[config.mk]
export PLATFORM = sky130hd
export DESIGN_NAME = multicycle_ctrl
export DESIGN_NICKNAME = d
export VERILOG_FILES = /design/src/rtl/mc_pkg.sv /design/src/rtl/mc_aludec.sv /design/src/rtl/multicycle_ctrl.sv
export SDC_FILE = /design/constraint.sdc
export NUM_CORES = 1
export LEC_CHECK = 0
export ABC_AREA = 1
export CAP_MARGIN = 20
export CORE_AREA = 4 4 41 43
export DETAILED_ROUTE_END_ITERATION = 12
export DIE_AREA = 0 0 45 47
export DONT_BUFFER_PORTS = 1
export MAX_ROUTING_LAYER = met4
export SLEW_MARGIN = 20
export SYNTH_ARGS = -nofsm -noshare
export SYNTH_HDL_FRONTEND = slang
export SYNTH_SLANG_ARGS = --single-unit
[constraint.sdc]
create_clock -name clk -period 1.02 [get_ports clk]
set_input_delay 0.051 -clock clk [delete_from_list [all_inputs] [get_ports clk]]
set_output_delay 0.051 -clock clk [all_outputs]
set_load 0.1 [all_outputs]
[src/rtl/mc_pkg.sv]
// Shared encodings for the multicycle MIPS controller: states, opcodes,
// funct codes, internal ALU operation classes and datapath mux selects.
package mc_pkg;

  typedef enum logic [3:0] {
    S_FETCH   = 4'd0,
    S_DECODE  = 4'd1,
    S_MEMADR  = 4'd2,
    S_MEMRD   = 4'd3,
    S_MEMWB   = 4'd4,
    S_MEMWR   = 4'd5,
    S_RTYPEEX = 4'd6,
    S_RTYPEWB = 4'd7,
    S_BEQEX   = 4'd8,
    S_ADDIEX  = 4'd9,
    S_IMMWB   = 4'd10,
    S_JEX     = 4'd11,
    S_ORIEX   = 4'd12,
    S_XORIEX  = 4'd13
  } state_t;

  localparam logic [5:0] OP_RTYPE = 6'b000000;
  localparam logic [5:0] OP_LW    = 6'b100011;
  localparam logic [5:0] OP_SW    = 6'b101011;
  localparam logic [5:0] OP_LBU   = 6'b100100;
  localparam logic [5:0] OP_BEQ   = 6'b000100;
  localparam logic [5:0] OP_ADDI  = 6'b001000;
  localparam logic [5:0] OP_ORI   = 6'b001101;
  localparam logic [5:0] OP_XORI  = 6'b001110;
  localparam logic [5:0] OP_J     = 6'b000010;

  localparam logic [5:0] FN_ADD  = 6'b100000;
  localparam logic [5:0] FN_SUB  = 6'b100010;
  localparam logic [5:0] FN_AND  = 6'b100100;
  localparam logic [5:0] FN_OR   = 6'b100101;
  localparam logic [5:0] FN_SLT  = 6'b101010;
  localparam logic [5:0] FN_SRLV = 6'b000110;

  typedef enum logic [2:0] {
    AOP_ADD   = 3'd0,
    AOP_SUB   = 3'd1,
    AOP_OR    = 3'd2,
    AOP_XOR   = 3'd3,
    AOP_FUNCT = 3'd4
  } aluop_t;

  localparam logic [3:0] ALU_AND  = 4'b0000;
  localparam logic [3:0] ALU_OR   = 4'b0001;
  localparam logic [3:0] ALU_ADD  = 4'b0010;
  localparam logic [3:0] ALU_SRLV = 4'b0100;
  localparam logic [3:0] ALU_XOR  = 4'b0101;
  localparam logic [3:0] ALU_SUB  = 4'b1010;
  localparam logic [3:0] ALU_SLT  = 4'b1011;

  localparam logic [2:0] SRCB_REG  = 3'b000;
  localparam logic [2:0] SRCB_FOUR = 3'b001;
  localparam logic [2:0] SRCB_SEXT = 3'b010;
  localparam logic [2:0] SRCB_SHL2 = 3'b011;
  localparam logic [2:0] SRCB_ZEXT = 3'b100;

  localparam logic [1:0] PCSRC_ALU    = 2'b00;
  localparam logic [1:0] PCSRC_ALUOUT = 2'b01;
  localparam logic [1:0] PCSRC_JUMP   = 2'b10;

endpackage

[src/rtl/mc_aludec.sv]
// Combinational ALU decoder: maps the controller's ALU operation class and
// the instruction funct field onto the ALU function code.
module mc_aludec
  import mc_pkg::*;
(
  input  aluop_t      aluop,
  input  logic [5:0]  funct,
  output logic [3:0]  alucontrol
);

  always_comb begin
    // NOTE: default first so every path assigns alucontrol and no latch is inferred.
    alucontrol = ALU_ADD;
    unique case (aluop)
      AOP_ADD: alucontrol = ALU_ADD;
      AOP_SUB: alucontrol = ALU_SUB;
      AOP_OR:  alucontrol = ALU_OR;
      AOP_XOR: alucontrol = ALU_XOR;
      default: begin
        case (funct)
          FN_ADD:  alucontrol = ALU_ADD;
          FN_SUB:  alucontrol = ALU_SUB;
          FN_AND:  alucontrol = ALU_AND;
          FN_OR:   alucontrol = ALU_OR;
          FN_SLT:  alucontrol = ALU_SLT;
          FN_SRLV: alucontrol = ALU_SRLV;
          default: alucontrol = ALU_ADD;
        endcase
      end
    endcase
  end

endmodule

[src/rtl/multicycle_ctrl.sv]
// Moore main controller for the multicycle MIPS datapath.
// Define MC_LBU_EN to add the lbu (load byte unsigned) instruction.
module multicycle_ctrl
  import mc_pkg::*;
(
  input  logic       clk,
  input  logic       reset,
  input  logic [5:0] op,
  input  logic [5:0] funct,
  input  logic       zero,
  output logic       pcen,
  output logic       irwrite,
  output logic       memwrite,
  output logic       regwrite,
  output logic       iord,
  output logic       alusrca,
  output logic [2:0] alusrcb,
  output logic       regdst,
  output logic       memtoreg,
  output logic [1:0] pcsrc,
  output logic [3:0] alucontrol,
  output logic       lbu,
  output logic [3:0] state
);

  state_t state_q, state_d, out_state;
  aluop_t aluop;
  logic   pcwrite, branch, irwrite_raw, memwrite_raw, regwrite_raw;

  always_ff @(posedge clk) begin
    // NOTE: non-blocking for registered state so all flops update together.
    if (reset) state_q <= S_FETCH;
    else       state_q <= state_d;
  end

  always_comb begin
    state_d = S_FETCH;
    case (state_q)
      S_FETCH:  state_d = S_DECODE;
      S_DECODE: begin
        case (op)
          OP_LW, OP_SW: state_d = S_MEMADR;
`ifdef MC_LBU_EN
          OP_LBU:       state_d = S_MEMADR;
`endif
          OP_RTYPE:     state_d = S_RTYPEEX;
          OP_BEQ:       state_d = S_BEQEX;
          OP_ADDI:      state_d = S_ADDIEX;
          OP_ORI:       state_d = S_ORIEX;
          OP_XORI:      state_d = S_XORIEX;
          OP_J:         state_d = S_JEX;
          default:      state_d = S_FETCH;
        endcase
      end
      S_MEMADR:  state_d = (op == OP_SW) ? S_MEMWR : S_MEMRD;
      S_MEMRD:   state_d = S_MEMWB;
      S_RTYPEEX: state_d = S_RTYPEWB;
      S_ADDIEX, S_ORIEX, S_XORIEX: state_d = S_IMMWB;
      default:   state_d = S_FETCH;
    endcase
  end

  // During reset the datapath sees FETCH controls with all enables masked.
  assign out_state = reset ? S_FETCH : state_q;

  always_comb begin
    pcwrite      = 1'b0;
    branch       = 1'b0;
    irwrite_raw  = 1'b0;
    memwrite_raw = 1'b0;
    regwrite_raw = 1'b0;
    iord         = 1'b0;
    alusrca      = 1'b0;
    alusrcb      = SRCB_REG;
    regdst       = 1'b0;
    memtoreg     = 1'b0;
    pcsrc        = PCSRC_ALU;
    aluop        = AOP_ADD;
    case (out_state)
      S_FETCH: begin
        alusrcb     = SRCB_FOUR;
        irwrite_raw = 1'b1;
        pcwrite     = 1'b1;
      end
      S_DECODE:  alusrcb = SRCB_SHL2;
      S_MEMADR, S_ADDIEX: begin
        alusrca = 1'b1;
        alusrcb = SRCB_SEXT;
      end
      S_MEMRD:   iord = 1'b1;
      S_MEMWB: begin
        memtoreg     = 1'b1;
        regwrite_raw = 1'b1;
      end
      S_MEMWR: begin
        iord         = 1'b1;
        memwrite_raw = 1'b1;
      end
      S_RTYPEEX: begin
        alusrca = 1'b1;
        aluop   = AOP_FUNCT;
      end
      S_RTYPEWB: begin
        regdst       = 1'b1;
        regwrite_raw = 1'b1;
      end
      S_BEQEX: begin
        alusrca = 1'b1;
        aluop   = AOP_SUB;
        branch  = 1'b1;
        pcsrc   = PCSRC_ALUOUT;
      end
      S_ORIEX: begin
        alusrca = 1'b1;
        alusrcb = SRCB_ZEXT;
        aluop   = AOP_OR;
      end
      S_XORIEX: begin
        alusrca = 1'b1;
        alusrcb = SRCB_ZEXT;
        aluop   = AOP_XOR;
      end
      S_IMMWB:   regwrite_raw = 1'b1;
      S_JEX: begin
        pcsrc   = PCSRC_JUMP;
        pcwrite = 1'b1;
      end
      default: ;
    endcase
  end

  mc_aludec u_aludec (
    .aluop      (aluop),
    .funct      (funct),
    .alucontrol (alucontrol)
  );

  assign pcen     = ~reset & (pcwrite | (branch & zero));
  assign irwrite  = ~reset & irwrite_raw;
  assign memwrite = ~reset & memwrite_raw;
  assign regwrite = ~reset & regwrite_raw;
  assign state    = state_q;

`ifdef MC_LBU_EN
  assign lbu = (out_state == S_MEMWB) && (op == OP_LBU);
`else
  assign lbu = 1'b0;
`endif

endmodule

==> results_dict.tcl, run 1 <==
set metrics [dict create \
    status "aborted with a tool error" \
    stop_stage "detailed placement" \
    error "[ERROR DPL-0033] detailed placement checks failed during check placement." \
    ys_warn_count 0 \
    ys_types 19 \
    io_buffer_count 0 \
    syn_nets 136 \
    placementRows 13 \
    hpwlAfterDp_mm 3.05 \
    ys.flop_type "dfxtp_1" \
    ys_seq_elements 4 \
    die-height_um 47 \
    globalplace.congestion 0.886 \
    fp.dieW_um 45 \
    avgSynthCellArea_um2 4.91 \
    syn_inst 121 \
    top_level_ports 37 \
    yosysSeqAreaShare 0.135 \
    async_reset_ff_frac 0 \
    synth_edf_count 0 \
    netlist_area_um2 594 \
    start_util 0.457 \
]
[synth_stat cells (2+ instances only)]
master	n	area share
inv_2	3	0.019
inv_1	19	0.12
nand2_1	26	0.16
dfxtp_1	4	0.13
a21oi_1	6	0.051
nor2_2	2	0.021
o22ai_1	2	0.021
nor3_1	3	0.025
nor2_1	27	0.17
o21ai_0	5	0.042
nand3_1	16	0.13
[through the flow]
step                    worst slack, ns  instance area (um2)  setup TNS, ns  hold WS [ns]
after floorplan                  -0.867                  840         -10.17         0.110
after global placement           -0.214                 1280          -3.08         0.118
[cell families after synthesis]
| logic type | synth area share |
|---|---|
| buffers and inverters | 0.152 |
| other | 0.00631 |
| DFF | 0.135 |
| and+or+nand+nor | 0.554 |
| AOI/OAI and AO/OA | 0.154 |
==> run 2, diff against run 1 <==
Settings changed: CORE_AREA 4 4 41 43 to 4 4 65 67, DIE_AREA 0 0 45 47 to 0 0 69 71, MAX_ROUTING_LAYER met4 to not set, PLACE_DENSITY_LB_ADDON set to 0.15.
Clock period 1.02 ns to 1.3 ns, I/O delays scaled along.
==> results_dict.tcl, run 2 <==
set metrics [dict create \
    drt_iter0_markers 15 \
    ys_types 19 \
    clock-sinks 4 \
    syn_nets 136 \
    clock_latency_ns 0.22 \
    vias 936 \
    ys_warn_count 0 \
    synthMuxAreaShare 0 \
    final_cell_mix "23 x buf_4, 19 x nand2_1, 16 x buf_12" \
    final_cell_count_no_fill 217 \
    drv_cap 0 \
    cts.clk_slew.worst_paths_ns 0.03 \
    rsz0062_at_grt "yes" \
    finalSetupTns_ns -1.92 \
    drc 0 \
    antenna_cells 0 \
    cts_tree "built" \
    hold_viol 0 \
    rrSetupSlack_ns 0.07 \
    antenna_found_initial 0 \
    yosysSeqAreaShare 0.135 \
    grt_max_degree 8 \
    fp.dieW_um 69 \
    die-area_um2 4900 \
    post-synth-top-count-cell "nor2_1" \
    postPlaceCellArea_um2 1260 \
    place_inst 203 \
    postRouteAntennaNets 0 \
    ctsHtreeMaxLevel 1 \
    fin_crit_sh 1.17 \
    top_layer_used "met4" \
    reg2reg_depth 8 \
    globalplace.congestion 0.842 \
    dr.pass1.iters 4 \
    drv_slew 0 \
    yosys.area_share.simple 0.554 \
    synthXorXnorAreaFrac 0 \
    die-height_um 71 \
    top_level_ports 37 \
    p_per_area_nw_per_um2 500 \
    track_usage 0.102 \
    layout_setup_ws_ns -0.218 \
    met3_length_um 121 \
    placementRows 22 \
    async_reset_ff_frac 0 \
    layout-drive-gt1-share 0.562 \
    hpwlAfterDp_mm 2.01 \
    synth_top_family_by_area "simple AND/OR/NAND/NOR gates" \
    wl_met1_mm 1.02 \
    synth_top_area_cell "nor2_1" \
    synth_compound_area_frac 0.154 \
    largest_reg_flops 4 \
    syn2layout_area_growth_pct 160 \
    worstReg2RegStart "state[3]" \
    clk_path_buf_depth 2 \
    min_period_ns 1.52 \
    synth_edf_count 0 \
    start_util 0.164 \
    finClkSkew_ns 0.00232 \
    synth_common_cells "27 x nor2_1, 26 x nand2_1, 19 x inv_1" \
    grt_pass1_vias 918 \
    synthAdderAreaFrac 0 \
    met2WireLength_mm 1.26 \
    layout.nets 186 \
    ir_drop_mv 0.379 \
    fin_area_um2 1550 \
    status "finished with violations" \
    io_buffer_count 0 \
    cts_root_buf "clkbuf_8" \
    crit_fanout 5 \
    core_um2 3630 \
    violations "setup timing" \
    via_per_inst 4.31 \
    crit_arrival_ns 1.45 \
    total_leakage_power_nw 0.696 \
    layout_commonest_cell "buf_4" \
    grt_pass1_wl_mm 4.23 \
    clock.fmax_mhz 659 \
    r2r-end "state[0]" \
    hold_path_class "in2reg" \
    worstSetupPathType "reg2out" \
    netlist_area_um2 594 \
    cts_buffers 3 \
    setup_viol 16 \
    ys.flop_type "dfxtp_1" \
    avgSynthCellArea_um2 4.91 \
    syn_inst 121 \
    grt-ovfl-total 0 \
    yosys-top-cells-area "nor2_1 17%, nand2_1 16%, dfxtp_1 13%" \
    wl_mm 2.43 \
    start_kind "flop" \
    worstSetupStartpoint "state[3]" \
    cp.required_ns 1.24 \
    worstSetupEndpointType "output port" \
    post-place-ws_ns -0.0126 \
    yosysTopAreaCellShare 0.171 \
    ys_seq_elements 4 \
    crit_end "pcen" \
    wl_per_cell_um 11.2 \
]
## run 2: cell counts after synthesis
Identical to the previous run, type by type.
## run 2: worst min path at each step
stage / startpoint / endpoint / cells past startpoint
finish: reset / state[0] / 3
detailed placement: reset / state[2] / 1
floorplan: reset / state[1] / 1
global route: reset / state[0] / 3
CTS: reset / state[0] / 3
global placement: reset / state[2] / 1
## run 2: metal layers
| layer | up-vias | track usage |
|---|---|---|
| met5 | - | 0 |
| met4 | 0 | 0.0325 |
| met3 | 2 | 0.0199 |
| met2 | 24 | 0.180 |
| met1 | 423 | 0.123 |
| li1 | 487 | - |
## run 2: logic make-up after synthesis
logic type / after synthesis
AND/OR/NAND/NOR: 77
flip-flops: 4
AO/OA/AOI/OAI: 16
buffers and inverters: 23
other: 1
## run 2: where the power goes
group	leakage, nW	switching, W	internal (W)
registers	0.0355	0.0000140	0.000124
clock network	0.0216	0.0000672	0.000198
logic	0.639	0.000249	0.000122
## run 2: cell type report
class	count	area, um2
sequential	4	95.1
clock buffer	3	41.3
fill	383	2090
timing repair buffer	46	571
multi-input combinational	94	687
tap	48	60.1
inverter	22	93.8
## run 2: timing repair
| item | in CTS | in global routing |
|---|---|---|
| setup endpoints to repair | 17 | 18 |
| gates resized for setup | 24 | 12 |
| endpoints found under the hold margin | 3 | 0 |
| setup buffers | 4 | 6 |
| pin swaps | 7 | 6 |
| hold buffers | 1 | 0 |
## run 2: through the flow
step	hold slack, ns	util	power (W)
after global routing	0.0955	0.426	0.000809
after floorplan	0.124	-	0.000391
after CTS	0.0779	0.396	0.000771
after detailed placement	0.131	0.346	0.000466
after global placement	0.134	0.346	0.000465
final	0.0802	0.426	0.000774
## run 2: critical path, cell delays in order, from the launching register on
cell and delay, ns:
dfxtp_4 0.38, nor2_1 0.08, buf_4 0.16, and3_4 0.17, a211o_4 0.44
No activity file was read; power rests on OpenSTA's default activity.
